===== src/rtl/alu_exec_ctrl.sv =====
// Execute-stage controller driving a combinational ALU and owning the accumulator.
// Retires one instruction per 3 cycles (accept N -> done in N+2); instr_ready low while busy.
module alu_exec_ctrl #(
  parameter int DATA_W     = 16,
  parameter int OP_W       = 4,
  parameter bit STICKY_OVF = 1'b0
) (
  input  logic              clk,
  input  logic              rst_n,
  input  logic              instr_valid,
  output logic              instr_ready,
  input  logic [OP_W-1:0]   instr_op,
  input  logic [DATA_W-1:0] instr_opnd,
  input  logic              ovf_clr,
  output logic [DATA_W-1:0] alu_a,
  output logic [DATA_W-1:0] alu_b,
  output logic [OP_W-1:0]   alu_op,
  input  logic [DATA_W:0]   alu_res,
  input  logic [1:0]        alu_flag,
  output logic [DATA_W-1:0] acc,
  output logic              zero_flag,
  output logic              ovf_flag,
  output logic              done,
  output logic              err
);

  typedef enum logic [1:0] {S_IDLE, S_EXEC, S_DONE} state_t;

  localparam logic [OP_W-1:0] OP_LDI = OP_W'(8);

  state_t            state;
  logic [OP_W-1:0]   op_q;
  logic [DATA_W-1:0] opnd_q;
  logic              accept;
  logic              is_alu;
  logic              is_ldi;
  logic              ovf_keep;
  logic              ovf_alu;
  logic              unused_res_msb;

  assign instr_ready = (state == S_IDLE);
  assign accept      = instr_valid & instr_ready;
  assign is_alu      = (op_q < OP_LDI);
  assign is_ldi      = (op_q == OP_LDI);

  // Overflow comes from the ALU flag port; the result MSB carries the same information.
  assign unused_res_msb = alu_res[DATA_W];

  // Sticky mode: a clear drops the old value, but a same-cycle ALU overflow still sets it.
  assign ovf_keep = STICKY_OVF ? (ovf_flag & ~ovf_clr) : ovf_flag;
  assign ovf_alu  = STICKY_OVF ? (ovf_keep | alu_flag[1]) : alu_flag[1];

  assign alu_a  = acc;
  assign alu_b  = opnd_q;
  assign alu_op = op_q;

  always_ff @(posedge clk or negedge rst_n) begin
    if (!rst_n) begin
      state     <= S_IDLE;
      op_q      <= '0;
      opnd_q    <= '0;
      acc       <= '0;
      zero_flag <= 1'b0;
      ovf_flag  <= 1'b0;
      done      <= 1'b0;
      err       <= 1'b0;
    end else begin
      done     <= 1'b0;
      err      <= 1'b0;
      ovf_flag <= ovf_keep;
      case (state)
        S_IDLE: begin
          if (accept) begin
            op_q   <= instr_op;
            opnd_q <= instr_opnd;
            state  <= S_EXEC;
          end
        end
        S_EXEC: begin
          done <= 1'b1;
          if (is_alu) begin
            acc       <= alu_res[DATA_W-1:0];
            zero_flag <= alu_flag[0];
            ovf_flag  <= ovf_alu;
          end else if (is_ldi) begin
            acc       <= opnd_q;
            zero_flag <= (opnd_q == '0);
          end else if (op_q != OP_W'(9)) begin
            err <= 1'b1;
          end
          state <= S_DONE;
        end
        S_DONE: begin
          state <= S_IDLE;
        end
        default: begin
          state <= S_IDLE;
        end
      endcase
    end
  end

endmodule


===== config.mk =====
export PLATFORM = sky130hd
export DESIGN_NAME = alu_exec_ctrl
export DESIGN_NICKNAME = d
export VERILOG_FILES = /design/src/rtl/alu_exec_ctrl.sv
export SDC_FILE = /design/constraint.sdc
export NUM_CORES = 1
export LEC_CHECK = 0
export CORE_UTILIZATION = 40
export CTS_BUF_LIST = sky130_fd_sc_hd__clkbuf_4 sky130_fd_sc_hd__clkbuf_8
export CTS_CLUSTER_DIAMETER = 60
export CTS_CLUSTER_SIZE = 14
export DETAILED_ROUTE_END_ITERATION = 7
export HOLD_SLACK_MARGIN = 0.12
export PLACE_DENSITY = 0.82
export REMOVE_ABC_BUFFERS = 1
export SKIP_CTS_REPAIR_TIMING = 1
export SLEW_MARGIN = 20
export SYNTH_ARGS = -nofsm -noshare
export SYNTH_HDL_FRONTEND = slang
export SYNTH_SLANG_ARGS = --single-unit

===== constraint.sdc =====
create_clock -name clk -period 1.88 [get_ports clk]
set_input_delay 0.282 -clock clk [delete_from_list [all_inputs] [get_ports clk]]
set_output_delay 0.282 -clock clk [all_outputs]
set_load 0.02 [all_outputs]

Word level (Yosys, flattened, before mapping)
Index checks and enable logic that the tools add are counted.

Bits of input ports: 43. Output and inout port bits: 57. Word-level logic and storage cells: 31. Latch bits: 0. Memories: 0. Memory bits (writable): 0. Flip-flop bits (word level): 42. Bits in read-only memories: 0.

$mul: 0. Div/mod/pow operators: 0. Bitwise gates (word level): 1. Shift-type cells: 0. Muxes and demuxes: 11. Add/sub/neg operators: 0. Magnitude comparators: 1. Reduce and logical (&&, ||, !) cells: 6. Equal/unequal tests: 4.

Operators by type and width (number): $mux 16 (2); $logic_not 16->1 (1); $mux 1 (7); $reduce_and 2->1 (3); $eq 4x4->1 const B (1); $lt 4x4->1 const B (1); $ne 4x4->1 const B (1); $pmux 2 s2 (1); $eq 2x1->1 const B (1); $logic_not 2->1 (1); $mux 2 (1); $ne 2x1->1 const B (1); $reduce_bool 2->1 (1); $and 1x1->1 (1).

Logic depth before layout (Yosys ltp)
Depth in word-level cells: 5. Mapped depth: 5. Mapped depth without buffers: 4.

Least setup slack after synthesis
Ideal clock, no wire load.

Path type: register to register. Start point: register state[0]. End point: register opnd_q[10] (netlist: alu_b[10]). Buffers on the path: 1. Cell stages (with the launch flop): 5. Path slack: 309 ps. Period minus slack after synthesis: 1571 ps. Setup time: 125 ps. Required time: 1755 ps. Arrival time: 1446 ps. Cell sequence: dfrtp_1 -> nor2_1 -> and2_1 -> buf_2 -> mux2_2.

Longest elaborated chain between the ends: 3.

RTL lines: start: declaration (RTL line 31) `state_t state;`; start signal: assignment (RTL line 59) `state <= S_IDLE;`; start signal: assignment (RTL line 76) `state <= S_EXEC;`; start signal: assignment (RTL line 91) `state <= S_DONE;`; $logic_not 2->1 (*) (RTL line 41) `assign instr_ready = (state == S_IDLE);`; named net instr_ready (RTL line 11) `output logic instr_ready,`; $and 1x1->1 (RTL line 42) `assign accept = instr_valid & instr_ready;`; $reduce_and 2->1 (no line) (*); end signal: assignment (RTL line 75) `opnd_q <= instr_opnd;`; end: declaration (RTL line 33) `logic [DATA_W-1:0] opnd_q;`.

The timed path passes the listed nets; every way through them passes the cells marked *. A chain may end at the register's enable or synchronous reset.

Worst setup path in the final report
Start point: register state[0]. End point: output port instr_ready.

Longest elaborated chain between the ends: 1.

RTL lines (RTL line): $logic_not 2->1 (41); end: declaration (11).

No other way between the ends.

==> impl_metrics.json <==
{
  "status": "finished with violations",
  "violations": "design-rule violations",
  "groute.usage.overall_pct": 17.6,
  "yosys-top-cells-count": "dfrtp_1, mux2_2, nor2_1",
  "powerDensity_nw_per_um2": 1470,
  "netlist.top_cell.by_area": "dfrtp_1",
  "crit_family": "buffers and inverters",
  "h-tree-depth": 2,
  "slew_headroom_pct": 61.9,
  "setup-violations-final": 0,
  "ios": 100,
  "cts_tree": "done",
  "vias": 1418,
  "ant_nets": 0,
  "clockBufferDepth": 2,
  "cap_violations": 0,
  "synth_ff_type": "dfrtp_1",
  "io_buffers": 97,
  "drv_slew": 0,
  "die_y_um": 70.6,
  "fmax_mhz": 583,
  "syn-cell-area_um2": 1880,
  "synth_top_cell_area_share_pct": 55.8,
  "avgSynthCellArea_um2": 12.2,
  "crit_path_end_kind": "output pin",
  "fin_setup_tns_ps": 0,
  "post-place-ws_ps": 314,
  "required_ps": 1600,
  "place_hpwl_mm": 3.10,
  "synth_cell_type_count": 20,
  "synth_edf_count": 0,
  "start_util_pct": 42.4,
  "critPathArrivalTime_ps": 1430,
  "rsz0062_at_grt": "no",
  "die-area_um2": 4990,
  "crit_chain": "nor2_1, clkdlybuf4s50_1",
  "hold_class": "in -> async",
  "fin_worst_skew_ps": 3.56,
  "netlist_top_cells_area": "dfrtp_1, mux2_2, mux2i_1, buf_4, a21oi_1",
  "via_per_inst": 4.84,
  "final_nets": 284,
  "grt_start_max_net_pins": 27,
  "finalWorstSetupSlack_ps": 163,
  "synth-async-reset-ratio_pct": 100,
  "rows": 24,
  "synth.most_common_cell": "dfrtp_1",
  "slowest_delay_ps": 620,
  "cts_buffers": 5,
  "crit_fanout": 2,
  "dr.pass1.iters": 6,
  "critPathLaunchType": "flop",
  "grt_pass1_vias": 1406,
  "crit_slowest_cell": "clkdlybuf4s50_1",
  "grt_pass1_wl_mm": 6.69,
  "drt-total-wl_mm": 4.20,
  "cts_root_buffer": "clkbuf_8",
  "max-vdd-ir-drop_mv": 0.714,
  "die_w_um": 70.6,
  "fin_util_pct": 65.1,
  "dp.cells": 285,
  "antenna_cells": 0,
  "drive_gt1_share_pct": 15.8,
  "cp_num_buf_inv": 1,
  "clk_pin_slew_worst_paths_ps": 70,
  "drt_iter0_drc": 94,
  "gp_congestion": 0.687,
  "power.leakage_nw": 1.22,
  "fin_cells": 293,
  "clk_latency_ps": 290,
  "drcViolationCount": 14,
  "detail_route.wl_per_cell_um": 14.3,
  "fin_crit_ps": 1720,
  "synth_cells": 154,
  "syn_to_final_growth_pct": 53.6,
  "gr-total-overflow": 0,
  "synth_seq_cells": 42,
  "hold_viol_final": 0,
  "criticalPathCategory": "reg -> out",
  "worst_pin_slew_ps": 571,
  "coreArea_um2": 4440,
  "synth_warnings": 0,
  "yosysSeqAreaShare_pct": 55.8,
  "antenna_found_initial": 0,
  "fin_crit_sh_pct": 91.3,
  "cts.sinks": 42
}
-- sequential cells by signal, summed over array words and instances, names as in the netlist --
signal / count
err: 1
alu_b: 16
state: 2
done: 1
zero_flag: 1
alu_op: 4
ovf_flag: 1
acc: 16
-- kinds of logic after synthesis --
family,after synthesis,synth area share (%)
AO/OA/AOI/OAI,19,5.71
multiplexers,37,21.0
buffers and inverters,26,9.56
AND/OR/NAND/NOR,30,7.90
flip-flops,42,55.8
-- metal layers --
layer | share of wire (%) | vias to the layer above | GRT usage [%]
met1 | 41 | 666 | 21.5
li1 | - | 684 | -
met2 | 49 | 63 | 30.0
met5 | 0 | - | 0
met4 | 0.95 | 0 | 5.33
met3 | 8.2 | 5 | 5.84
-- final timing paths --
| check | endpoint | slack (ps) | startpoint | depth (start not counted) |
|---|---|---|---|---|
| max | instr_ready | 160 | state[0]$_DFFE_PN0P_ | 2 |
| min | alu_op[2]$_DFFE_PN0P_ | 520 | rst_n | 2 |
| max reg2reg | zero_flag$_DFFE_PN0P_ | 420 | alu_b[4]$_DFFE_PN0P_ | 4 |
| min reg2reg | ovf_flag$_DFFE_PN0P_ | 530 | ovf_flag$_DFFE_PN0P_ | 1 |
| max in group asynchronous | alu_op[0]$_DFFE_PN0P_ | 700 | rst_n | 3 |
| min in group clk | ovf_flag$_DFFE_PN0P_ | 530 | ovf_flag$_DFFE_PN0P_ | 1 |
-- through the flow --
step                      hold WS (ps)  area [um2]  total power [mW]
after floorplan                  -13.6        1710              2.52
after global placement             306        2800              3.67
after detailed placement           304        2800              3.73
after CTS                        -10.2        2880              4.31
after global routing               557        2890              4.49
final                              523        2890              4.25
-- cells in the final DEF (no fill, tap or decap) --
| cell | n |
|---|---|
| a21oi_1 | 16 |
| a21oi_4 | 1 |
| a31oi_1 | 1 |
| and2_1 | 1 |
| buf_12 | 1 |
| buf_2 | 1 |
| buf_4 | 5 |
| clkbuf_4 | 2 |
| clkbuf_8 | 5 |
| clkdlybuf4s50_1 | 96 |
| dfrtp_1 | 42 |
| dlygate4sd3_1 | 1 |
| inv_1 | 2 |
| mux2_2 | 21 |
| mux2i_1 | 16 |
| nand2b_1 | 2 |
| nand4_1 | 1 |
| nor2_1 | 20 |
| nor3_1 | 1 |
| nor3_2 | 1 |
| nor4_1 | 2 |
| o21ai_0 | 1 |
| or3_4 | 1 |
| or4b_1 | 1 |
-- power breakdown --
group	internal [mW]	switching, mW	leakage [nW]
Sequential	1.21	0.260	0.482
Clock	0.284	0.277	0.0452
Combinational	1.15	1.06	0.691
Total	2.65	1.60	1.22
-- final cells by class --
type	count	area [um2]
clock buffers	7	83.8
fillers	386	1550
inverters	2	7.51
multi-input cells	86	653
flip-flops and latches	42	1050
well taps	52	65.1
repair buffers	104	1030
Note: power is estimated with default switching activity, not from simulation.
